===== src/rtl/switch_debounce_pkg.sv =====
// Shared constants and width helper for the switch debounce block.
package switch_debounce_pkg;

  localparam int DEB_TICK_50MHZ_20MS = 1_000_000;
  localparam int DEB_STABLE_SAMPLES  = 3;

  // Ceiling log2; returns 0 for values <= 1.
  function automatic int clog2(input int value);
    int r;
    int v;
    r = 0;
    v = value - 1;
    while (v > 0) begin
      r = r + 1;
      v = v >> 1;
    end
    return r;
  endfunction

endpackage


===== src/rtl/switch_debounce_bit.sv =====
// One switch line: 2-flop synchroniser, agreement counter, committed level and sticky event.
module switch_debounce_bit
  import switch_debounce_pkg::*;
#(
  parameter int STABLE_SAMPLES = DEB_STABLE_SAMPLES,
  parameter int CNT_W          = clog2(STABLE_SAMPLES) + 1
) (
  input  logic iClk,
  input  logic iRst,
  input  logic i_raw,
  input  logic i_tick,
  input  logic i_ack,
  output logic o_level,
  output logic o_event
);

  localparam logic [CNT_W-1:0] CNT_LAST = CNT_W'(STABLE_SAMPLES - 1);

  logic [1:0]       r_sync;
  logic [CNT_W-1:0] r_cnt;
  logic             r_level;
  logic             r_event;
  logic             w_differ;
  logic             w_commit;

  assign w_differ = (r_sync[1] != r_level);
  assign w_commit = i_tick && w_differ && (r_cnt == CNT_LAST);

  always_ff @(posedge iClk or posedge iRst) begin
    if (iRst) begin
      r_sync  <= 2'b00;
      r_cnt   <= '0;
      r_level <= 1'b0;
      r_event <= 1'b0;
    end else begin
      r_sync <= {r_sync[0], i_raw};
      if (i_tick) begin
        if (!w_differ) begin
          r_cnt <= '0;
        end else if (w_commit) begin
          r_cnt   <= '0;
          r_level <= r_sync[1];
        end else begin
          r_cnt <= r_cnt + CNT_W'(1);
        end
      end
      // A commit on the same cycle as an ack must stay visible.
      if (w_commit) begin
        r_event <= 1'b1;
      end else if (i_ack) begin
        r_event <= 1'b0;
      end
    end
  end

  assign o_level = r_level;
  assign o_event = r_event;

endmodule


===== src/rtl/switch_debounce.sv =====
// Debounces WIDTH asynchronous switch lines on a shared slow sample tick.
module switch_debounce
  import switch_debounce_pkg::*;
#(
  parameter int WIDTH          = 8,
  parameter int TICK_CYCLES    = DEB_TICK_50MHZ_20MS,
  parameter int STABLE_SAMPLES = DEB_STABLE_SAMPLES
) (
  input  logic             iClk,
  input  logic             iRst,
  input  logic [WIDTH-1:0] iSwitch,
  input  logic             iAck,
  output logic [WIDTH-1:0] oSwitch,
  output logic [WIDTH-1:0] oEvent,
  output logic             oChanged,
  output logic             oTick
);

  localparam int               TICK_W    = clog2(TICK_CYCLES);
  localparam logic [TICK_W-1:0] TICK_LAST = TICK_W'(TICK_CYCLES - 1);

  logic [TICK_W-1:0] r_tick_cnt;
  logic              w_tick;

  assign w_tick = (r_tick_cnt == TICK_LAST);

  always_ff @(posedge iClk or posedge iRst) begin
    if (iRst) begin
      r_tick_cnt <= '0;
    end else if (w_tick) begin
      r_tick_cnt <= '0;
    end else begin
      r_tick_cnt <= r_tick_cnt + TICK_W'(1);
    end
  end

  for (genvar g = 0; g < WIDTH; g++) begin : g_bit
    switch_debounce_bit #(
      .STABLE_SAMPLES(STABLE_SAMPLES)
    ) u_bit (
      .iClk   (iClk),
      .iRst   (iRst),
      .i_raw  (iSwitch[g]),
      .i_tick (w_tick),
      .i_ack  (iAck),
      .o_level(oSwitch[g]),
      .o_event(oEvent[g])
    );
  end

  assign oTick    = w_tick;
  assign oChanged = |oEvent;

endmodule


===== config.mk =====
export PLATFORM = sky130hd
export DESIGN_NAME = switch_debounce
export DESIGN_NICKNAME = d
export VERILOG_FILES = /design/src/rtl/switch_debounce_pkg.sv /design/src/rtl/switch_debounce_bit.sv /design/src/rtl/switch_debounce.sv
export SDC_FILE = /design/constraint.sdc
export NUM_CORES = 1
export LEC_CHECK = 0
export CORE_ASPECT_RATIO = 0.8
export CORE_UTILIZATION = 25
export CTS_BUF_LIST = sky130_fd_sc_hd__clkbuf_16
export DETAILED_ROUTE_END_ITERATION = 8
export GPL_TIMING_DRIVEN = 0
export PLACE_DENSITY = 0.51
export SLEW_MARGIN = 15
export SYNTH_ARGS = -nofsm -noshare
export SYNTH_HDL_FRONTEND = slang
export SYNTH_SLANG_ARGS = --single-unit

===== constraint.sdc =====
create_clock -name iClk -period 2.4 [get_ports iClk]
set_input_delay 0.24 -clock iClk [delete_from_list [all_inputs] [get_ports iClk]]
set_output_delay 0.24 -clock iClk [all_outputs]
set_load 0.05 [all_outputs]

==> run metrics, run 1 <==
io pins 29; DRT antenna net count 0; Crit. End Element output pin; Inserted Clock Buffers 9; IO Port Bufs 27; placer congestion estimate 0.741; most frequent CP cell buf_6; max-cap violations 0; area grow syn2layout 23.0%; Max Slew Vio Count 0; largest net degree at the start of global routing 60; outcome complete, but fails checks; setup TNS 0 ps; origin of the worst setup path r_tick_cnt[12]; syn_nets 351; Worst Reg2Reg Path Length in Cells 7; Yosys reg bits 76; Syn Area/Cell 11.5 µm²; startpoint class of the critical path flip-flop; crit path max fanout 10; Clk Latency, worst-skew pair 340 ps; clock-pin slew on the worst setup and hold paths 60 ps; crit path DAT 2020 ps; die width 138 µm; Post-synth EDFFs 0; P_leak 2.02 nW; row count 39; TritonCTS sink count 76; core area 14400 µm²; nets 391; GRT Overall Usage 0.106; synthesized instance count 323; r2r setup slk 330 ps; R2R Path End g_bit[5].u_bit.r_cnt[1]; synth warn 0; power per cell area 599 nW/µm²; Final Hold Fails 0; slew at the pin closest to its max-slew limit 562 ps; most frequent cell after synthesis dfrtp_1; RSZ-0062 raised after global routing false; worst setup path end oTick; drt first-iter violations 131; Post-synth ARST share 1.00; placed cell count 535; Avg WL per Cell 13.5 µm; max incr delay on CP 350 ps; top area cells in the synthesized netlist dfrtp_1, mux2_2, ha_1; final setup skew 8.13 ps; Starting Density 0.258; synthesized area 3710 µm²; CTS tree done; n_diodes 0; Longest Clk Path Bufs 2; first-pass GRT wire length 12800 µm; final setup fails 0; failing checks design-rule violations; distinct cell type count after synthesis 49; synth cell count leaders dfrtp_1, nor3_1, mux2_2; slowest CP cell dfrtp_1; Most used DFF post-synth dfrtp_1; vias in the first global route 2525; DIE HEIGHT 111 µm; Period Utilization, post-route 0.941; origin of the critical flop-to-flop path r_tick_cnt[0]; sequential area share after synthesis 0.513; Post-Route WL 7470 µm; DP HPWL 5080 µm; fmax 0.443 GHz; post-synth top area share 0.513; crit path time final 2260 ps; vias 2460; grt ovf 0; initial antenna violation count 0; total die area 15300 µm²; Root Driver clkbuf_16; H-tree depth 3; max_slew headroom 0.626; CP required 2160 ps; Synth area leader dfrtp_1; Pre-antenna DRT Iters 6; share of cells above drive strength 1 0.212; critical path type reg2out; Layout Cells excl Fill 552; drt drc 2; total power 2.73 mW; Via-to-Cell Ratio 4.46; maximum vdd drop 0.330 mV; worst hold path class in2async; CP Cell Sequence buf_2 > nor4_4 > nand4_4 > or2_1 > buf_6 > inv_4 > buf_6
==> state kept, by name, indices dropped and copies added, names as in the netlist <==
name,flops
g_bit.u_bit.o_event,8
g_bit.u_bit.r_cnt,24
r_tick_cnt,20
g_bit.u_bit.r_sync,16
g_bit.u_bit.o_level,8
==> how the worst min path moves through the flow <==
stage          slack, ps                        to
2_1_floorplan        270  g_bit[0].u_bit.r_sync[0]
6_report             190  g_bit[4].u_bit.r_sync[0]
3_5_place_dp         330  g_bit[0].u_bit.r_sync[1]
5_1_grt              220  g_bit[5].u_bit.r_sync[1]
4_1_cts              200  g_bit[4].u_bit.r_sync[0]
3_3_place_gp         330  g_bit[6].u_bit.r_sync[1]
==> per-layer routing <==
layer,GRT usage,up-vias,share of wire
li1,-,1212,-
met1,0.144,1201,0.50
met4,0.0352,0,0.013
met5,0,-,0
met2,0.164,36,0.45
met3,0.0298,11,0.033
==> critical path: cells and delay by family, from the launching register on <==
family / cells / cell delay [ps]
flip-flops: 1 / 350
buffers and inverters: 4 / 610
AND/OR/NAND/NOR: 3 / 730
==> layout make-up <==
| cell class | instances | area (µm²) |
|---|---|---|
| flip-flops and latches | 76 | 1900 |
| multi-input cells | 206 | 1580 |
| clock inverters | 7 | 75.1 |
| inverters | 17 | 68.8 |
| repair buffers | 29 | 307 |
| fillers | 1435 | 9830 |
| well taps | 184 | 230 |
| plain buffers | 24 | 176 |
| clock buffers | 9 | 225 |
==> report_power, final <==
part | internal [mW] | total (mW) | switching (mW)
clock | 0.808 | 1.36 | 0.553
combinational | 0.0267 | 0.0705 | 0.0439
sequential | 1.29 | 1.30 | 0.00589
==> cell families (layout without fill, tap and decap cells) <==
logic type	Yosys count	after routing	share of synthesized area
DFF	76	76	0.513
muxes	25	25	0.0756
buffers and inverters	41	86	0.0648
xor gates and xnor gates	21	21	0.0496
adders and majority gates	17	17	0.0574
AOI/OAI and AO/OA	32	32	0.0564
and+or+nand+nor	111	111	0.183
==> stage by stage <==
stage | area [µm²] | setup WS, ps | utilization | hold slack [ps]
2_1_floorplan | 3710 | 222 | - | 271
5_1_grt | 4560 | 29.9 | 0.317 | 215
4_1_cts | 4550 | 9.50 | 0.316 | 199
6_report | 4560 | 142 | 0.317 | 193
3_3_place_gp | 4210 | -1140 | 0.292 | 333
3_5_place_dp | 4240 | -382 | 0.294 | 335
==> placed cells by master, fill, tap and decap left out, drive strengths merged, types with 7 or more instances in the layout <==
cell | Yosys | routed
inv | 17 | 18
o22ai | 7 | 7
xnor2 | 17 | 17
nor3 | 24 | 24
mux2 | 24 | 24
o21ai | 11 | 11
nand3 | 15 | 15
ha | 17 | 17
nand2 | 14 | 14
clkbuf | 1 | 10
o31ai | 9 | 9
buf | 23 | 26
clkdlybuf4s50 | 0 | 26
nor2b | 8 | 8
dfrtp | 76 | 76
nor2 | 14 | 14
==> timing repair <==
item | CTS | global route
hold buffers | 0 | 0
setup endpoints to repair | 1 | 1
resized for setup | 7 | 3
setup buffers | 1 | 0
pin swaps | 1 | 0
Note: power is estimated with default switching activity, not from simulation.
==> run 2: changes to the inputs <==
--- a/config.mk
+++ b/config.mk
@@ -5,12 +5,13 @@
 export SDC_FILE = /design/constraint.sdc
 export NUM_CORES = 1
 export LEC_CHECK = 0
+export ABC_AREA = 1
 export CORE_ASPECT_RATIO = 0.8
 export CORE_UTILIZATION = 25
 export CTS_BUF_LIST = sky130_fd_sc_hd__clkbuf_16
 export DETAILED_ROUTE_END_ITERATION = 8
 export GPL_TIMING_DRIVEN = 0
-export PLACE_DENSITY = 0.51
+export PLACE_DENSITY = 0.45
 export SLEW_MARGIN = 15
 export SYNTH_ARGS = -nofsm -noshare
 export SYNTH_HDL_FRONTEND = slang
==> run metrics, run 2 <==
outcome complete, no violations; crit path max fanout 10; final setup skew 6.03 ps; fmax 0.450 GHz; synthesized instance count 429; synth warn 0; power per cell area 567 nW/µm²; Starting Density 0.257; top area cells in the synthesized netlist dfrtp_1, nand2_1, ha_1; Worst Reg2Reg Path Length in Cells 9; max reg flops 24; most frequent cells in the layout nand2_1, dfrtp_1, inv_1, nor2_1, clkdlybuf4s50_1; vias 2852; row count 40; most frequent cell after synthesis nand2_1; Max Slew Vio Count 0; n_diodes 0; design internal power 2.11 mW; Clk Latency, worst-skew pair 340 ps; IO Port Bufs 28; critical path's top delay family simple AND/OR/NAND/NOR gates; worst hold path class in2async; post-route design area 4730 µm²; max_slew headroom 0.599; drt drc 0; Avg WL per Cell 12.4 µm; area of the multi-input gates 1600 µm²; Layout Cells excl Fill 684; nets 497; largest net degree at the start of global routing 40; Sw Ratio 0.214; Inserted Clock Buffers 9; WP depth 7; critical path type reg2out; Pre-antenna DRT Iters 4; Final Util 0.313; Biggest register g_bit.u_bit.r_cnt; Longest Clk Path Bufs 2; Root Driver clkbuf_16; P_leak 2.30 nW; post-synth top area share 0.490; CP required 2160 ps; Clk pwr share 0.492; DP HPWL 6000 µm; RSZ-0062 raised after global routing false; CTS Hold Bufs 0; register share of total power 0.486; core area 15100 µm²; max incr delay on CP 370 ps; max-cap violations 0; maximum vdd drop 0.351 mV; Post-synth ARST share 1.00; Final Hold Fails 0; final setup fails 0; area grow syn2layout 21.8%; placed cell count 668; Crit. End Element output pin; Worst Path Buf+Inv 2; Switching Power 0.575 mW; Reg area 1900 µm²; io pins 29; crit path DAT 1980 ps; placer congestion estimate 0.760; Post-Route WL 8510 µm; GRT Overall Usage 0.117; syn_nets 457; Synth area leader dfrtp_1; first-pass GRT wire length 14200 µm; combinational share of power 0.023; synthesized area 3880 µm²; Syn Area/Cell 9.05 µm²; sequential area share after synthesis 0.490; crit path time final 2220 ps; DRT antenna net count 0; slowest CP cell dfrtp_1; Most used DFF post-synth dfrtp_1; top flop regs g_bit.u_bit.r_cnt x24, r_tick_cnt x20, g_bit.u_bit.r_sync x16; slew at the pin closest to its max-slew limit 602 ps; grt ovf 0; CP Cell Sequence ha_1 > nand2_1 > nor2_4 > nand3_2 > nor2_8 > buf_6 > buf_2; startpoint class of the critical path flip-flop; Post-synth EDFFs 0; Post-DP Area 4450 µm²; # fillers 1601; share of cells above drive strength 1 0.173; Yosys reg bits 76; synth cell count leaders nand2_1, dfrtp_1, inv_1; vias in the first global route 2810; Period Utilization, post-route 0.926; CTS tree done; die width 141 µm; distinct cell type count after synthesis 28; TritonCTS sink count 76; Via-to-Cell Ratio 4.17; clock-pin slew on the worst setup and hold paths 60 ps; total die area 16000 µm²; drt first-iter violations 120; H-tree depth 3; commonest non-fill, non-tap cell in the layout nand2_1; setup TNS 0 ps; DIE HEIGHT 113 µm; initial antenna violation count 0
[run 2: cell types whose count changed after synthesis, moves of 12 or more]
cell	previous run	this run
nor3_1	24	6
nand2_2	0	12
nand2_1	13	83
xnor2_1	17	1
inv_1	16	47
nand4_1	3	16
mux2_2	22	0
nor2_1	14	34
o21ai_0	3	20
[run 2: final timing paths]
check,to,slack [ps],startpoint
max in group asynchronous,g_bit[4].u_bit.r_cnt[2],1480,iRst
worst min register to register,g_bit[7].u_bit.r_sync[1],350,g_bit[7].u_bit.r_sync[0]
worst max register to register,g_bit[6].u_bit.r_cnt[1],620,r_tick_cnt[0]
min in group iClk,g_bit[3].u_bit.r_sync[0],330,iSwitch[3]
worst min-delay path,r_tick_cnt[16],300,iRst
worst max-delay path,oTick,180,r_tick_cnt[0]
[run 2: cell type report]
cell class | instances | area share
timing repair buffer | 29 | 0.0625
tap | 210 | 0.0556
sequential | 76 | 0.402
multi-input combinational | 281 | 0.339
clock inverter | 7 | 0.0124
buffer | 21 | 0.0392
inverter | 51 | 0.0410
clock buffer | 9 | 0.0477
[run 2: routing by layer]
metal / vias to the layer above / part of all wire / track usage
li1: 1446 / - / -
met1: 1355 / 0.51 / 0.158
met2: 38 / 0.44 / 0.176
met3: 13 / 0.036 / 0.0357
met4: 0 / 0.016 / 0.0413
met5: - / 0 / 0
[run 2: per-stage QoR]
stage	worst slack (ps)	power, mW	hold slack, ps
2_1_floorplan	222	1.35	271
3_3_place_gp	-1280	1.38	332
3_5_place_dp	-17.5	1.39	335
4_1_cts	36.6	2.74	321
5_1_grt	46.8	2.79	326
6_report	177	2.68	296
[run 2: worst reg2reg max path: cells and delay by family (launching register included)]
kind | cells | cell delay, ps
buffers and inverters | 2 | 270
adder cells (fa/ha/maj) | 1 | 180
AO/OA/AOI/OAI | 1 | 50
flip-flops | 1 | 370
AND/OR/NAND/NOR | 5 | 800
[run 2: repair_timing]
item                                    4_1_cts  5_1_grt
resized for setup                             3        2
buffers inserted                              0        0
endpoints found under the setup margin        1        1
endpoints found under the hold margin         0        0
[run 2: cell families after synthesis]
kind of cell | Yosys count | synth area share
AO/OA/AOI/OAI | 52 | 0.0774
XOR/XNOR | 15 | 0.0339
adder cells (fa/ha/maj) | 17 | 0.0548
buffers and inverters | 72 | 0.0970
flip-flops | 76 | 0.490
AND/OR/NAND/NOR | 197 | 0.247
[run 2: power groups by stage]
| stage | Combinational (mW) | Sequential, mW | Clock (mW) |
|---|---|---|---|
| floorplan | 0.0295 | 1.32 | 0 |
| global placement | 0.0588 | 1.33 | 0 |
| detailed placement | 0.0640 | 1.33 | 0 |
| CTS | 0.0643 | 1.30 | 1.38 |
| global route | 0.0682 | 1.30 | 1.42 |
| finish | 0.0605 | 1.30 | 1.32 |
==> run 3: changes to the inputs <==
--- a/config.mk
+++ b/config.mk
@@ -7,6 +7,7 @@
 export LEC_CHECK = 0
 export ABC_AREA = 1
 export CORE_ASPECT_RATIO = 0.8
+export CORE_MARGIN = 3
 export CORE_UTILIZATION = 25
 export CTS_BUF_LIST = sky130_fd_sc_hd__clkbuf_16
 export DETAILED_ROUTE_END_ITERATION = 8
==> run metrics, run 3 (same netlist as run 2, synthesis figures left out) <==
outcome complete, no violations; IO Port Bufs 28; die width 145 µm; RSZ-0062 raised after global routing false; row count 40; n_diodes 0; P_leak 2.33 nW; CP required 2160 ps; critical path type reg2out; dpl ws 1.72 ps; max_slew headroom 0.594; drt first-iter violations 90; Longest Clk Path Bufs 2; core area 15100 µm²; most frequent cells in the layout nand2_1, dfrtp_1, inv_1, nor2_1, clkdlybuf4s50_1; max-cap violations 0; final setup skew 7.40 ps; crit path max fanout 3; area grow syn2layout 23.2%; vias in the first global route 2842; Pre-antenna DRT Iters 4; final setup fails 0; DP HPWL 6150 µm; H-tree depth 3; commonest non-fill, non-tap cell in the layout nand2_1; grt ovf 0; maximum vdd drop 0.351 mV; total die area 17100 µm²; max reg flops 24; crit path time final 2210 ps; Crit. End Element output pin; TritonCTS sink count 76; initial antenna violation count 0; final worst setup slack 188 ps; power per cell area 608 nW/µm²; startpoint class of the critical path flip-flop; nets 497; Layout Cells excl Fill 684; post-CTS sizing 3; total power 2.91 mW; drt drc 0; Starting Density 0.257; placed cell count 668; Final Util 0.316; Inserted Clock Buffers 9; share of cells above drive strength 1 0.177; Root Driver clkbuf_16; fmax 0.452 GHz; Via-to-Cell Ratio 4.17; largest net degree at the start of global routing 55; clock-pin slew on the worst setup and hold paths 60 ps; DIE HEIGHT 117 µm; first-pass GRT wire length 14400 µm; Biggest register g_bit.u_bit.r_cnt; post-CTS setup buffers 0; slew at the pin closest to its max-slew limit 609 ps; worst hold path class in2async; placer congestion estimate 0.749; CTS Hold Bufs 0; Avg WL per Cell 12.6 µm; io pins 29; Post-Route WL 8640 µm; Period Utilization, post-route 0.922; vias 2853; DRT antenna net count 0; crit path DAT 1970 ps; GRT Overall Usage 0.106; top flop regs g_bit.u_bit.r_cnt x24, r_tick_cnt x20, g_bit.u_bit.r_sync x16; CTS tree done; Max Slew Vio Count 0; Clk Latency, worst-skew pair 340 ps; Final Hold Fails 0
## run 3: per-layer routing
| metal | vias to the layer above | GRT usage | part of all wire | wire [µm] |
|---|---|---|---|---|
| met5 | - | 0 | 0 | 0 |
| met4 | 0 | 0.0285 | 0.010 | 87 |
| met3 | 7 | 0.0305 | 0.027 | 233 |
| met2 | 34 | 0.161 | 0.44 | 3820 |
| met1 | 1371 | 0.147 | 0.52 | 4490 |
| li1 | 1441 | - | - | - |
## run 3: cell type report
type | count | area (µm²)
Fill cell | 1578 | 10300
Sequential cell | 76 | 1900
Multi-Input combinational cell | 281 | 1600
Timing Repair Buffer | 29 | 303
Tap cell | 210 | 263
Clock buffer | 9 | 225
Inverter | 51 | 194
Buffer | 21 | 185
Clock inverter | 7 | 108
## run 3: worst max-delay path, stage by stage (launching register included)
cell and delay [ps]:
dfrtp_1 410, nor4_1 380, nand2_1 130, clkdlybuf4s50_1 720
## run 3: stage by stage
| step | setup TNS [ps] | hold slack [ps] | cell area (µm²) |
|---|---|---|---|
| after CTS | 0 | 237 | 4790 |
| after global routing | 0 | 251 | 4780 |
| after global placement | -97260 | 333 | 4420 |
| after floorplan | 0 | 271 | 3880 |
| after detailed placement | 0 | 335 | 4450 |
| final | 0 | 230 | 4780 |
## run 3: path summary, 6_finish.rpt
path / startpoint / end / slack [ps] / depth (start not counted)
worst max-delay path: g_bit[5].u_bit.o_event / oChanged / 190 / 3
worst min-delay path: iRst / r_tick_cnt[16] / 230 / 2
worst max register to register: r_tick_cnt[0] / g_bit[3].u_bit.r_cnt[1] / 640 / 9
worst min register to register: g_bit[1].u_bit.r_sync[0] / g_bit[1].u_bit.r_sync[1] / 340 / 0
max in group asynchronous: iRst / g_bit[4].u_bit.r_cnt[1] / 1590 / 3
min in group iClk: iSwitch[7] / g_bit[7].u_bit.r_sync[0] / 340 / 1
## run 3: where the power goes
| part | internal [mW] | switching (mW) |
|---|---|---|
| Clock | 1.01 | 0.538 |
| Sequential | 1.29 | 0.00686 |
| Combinational | 0.0220 | 0.0399 |
| Total | 2.32 | 0.585 |
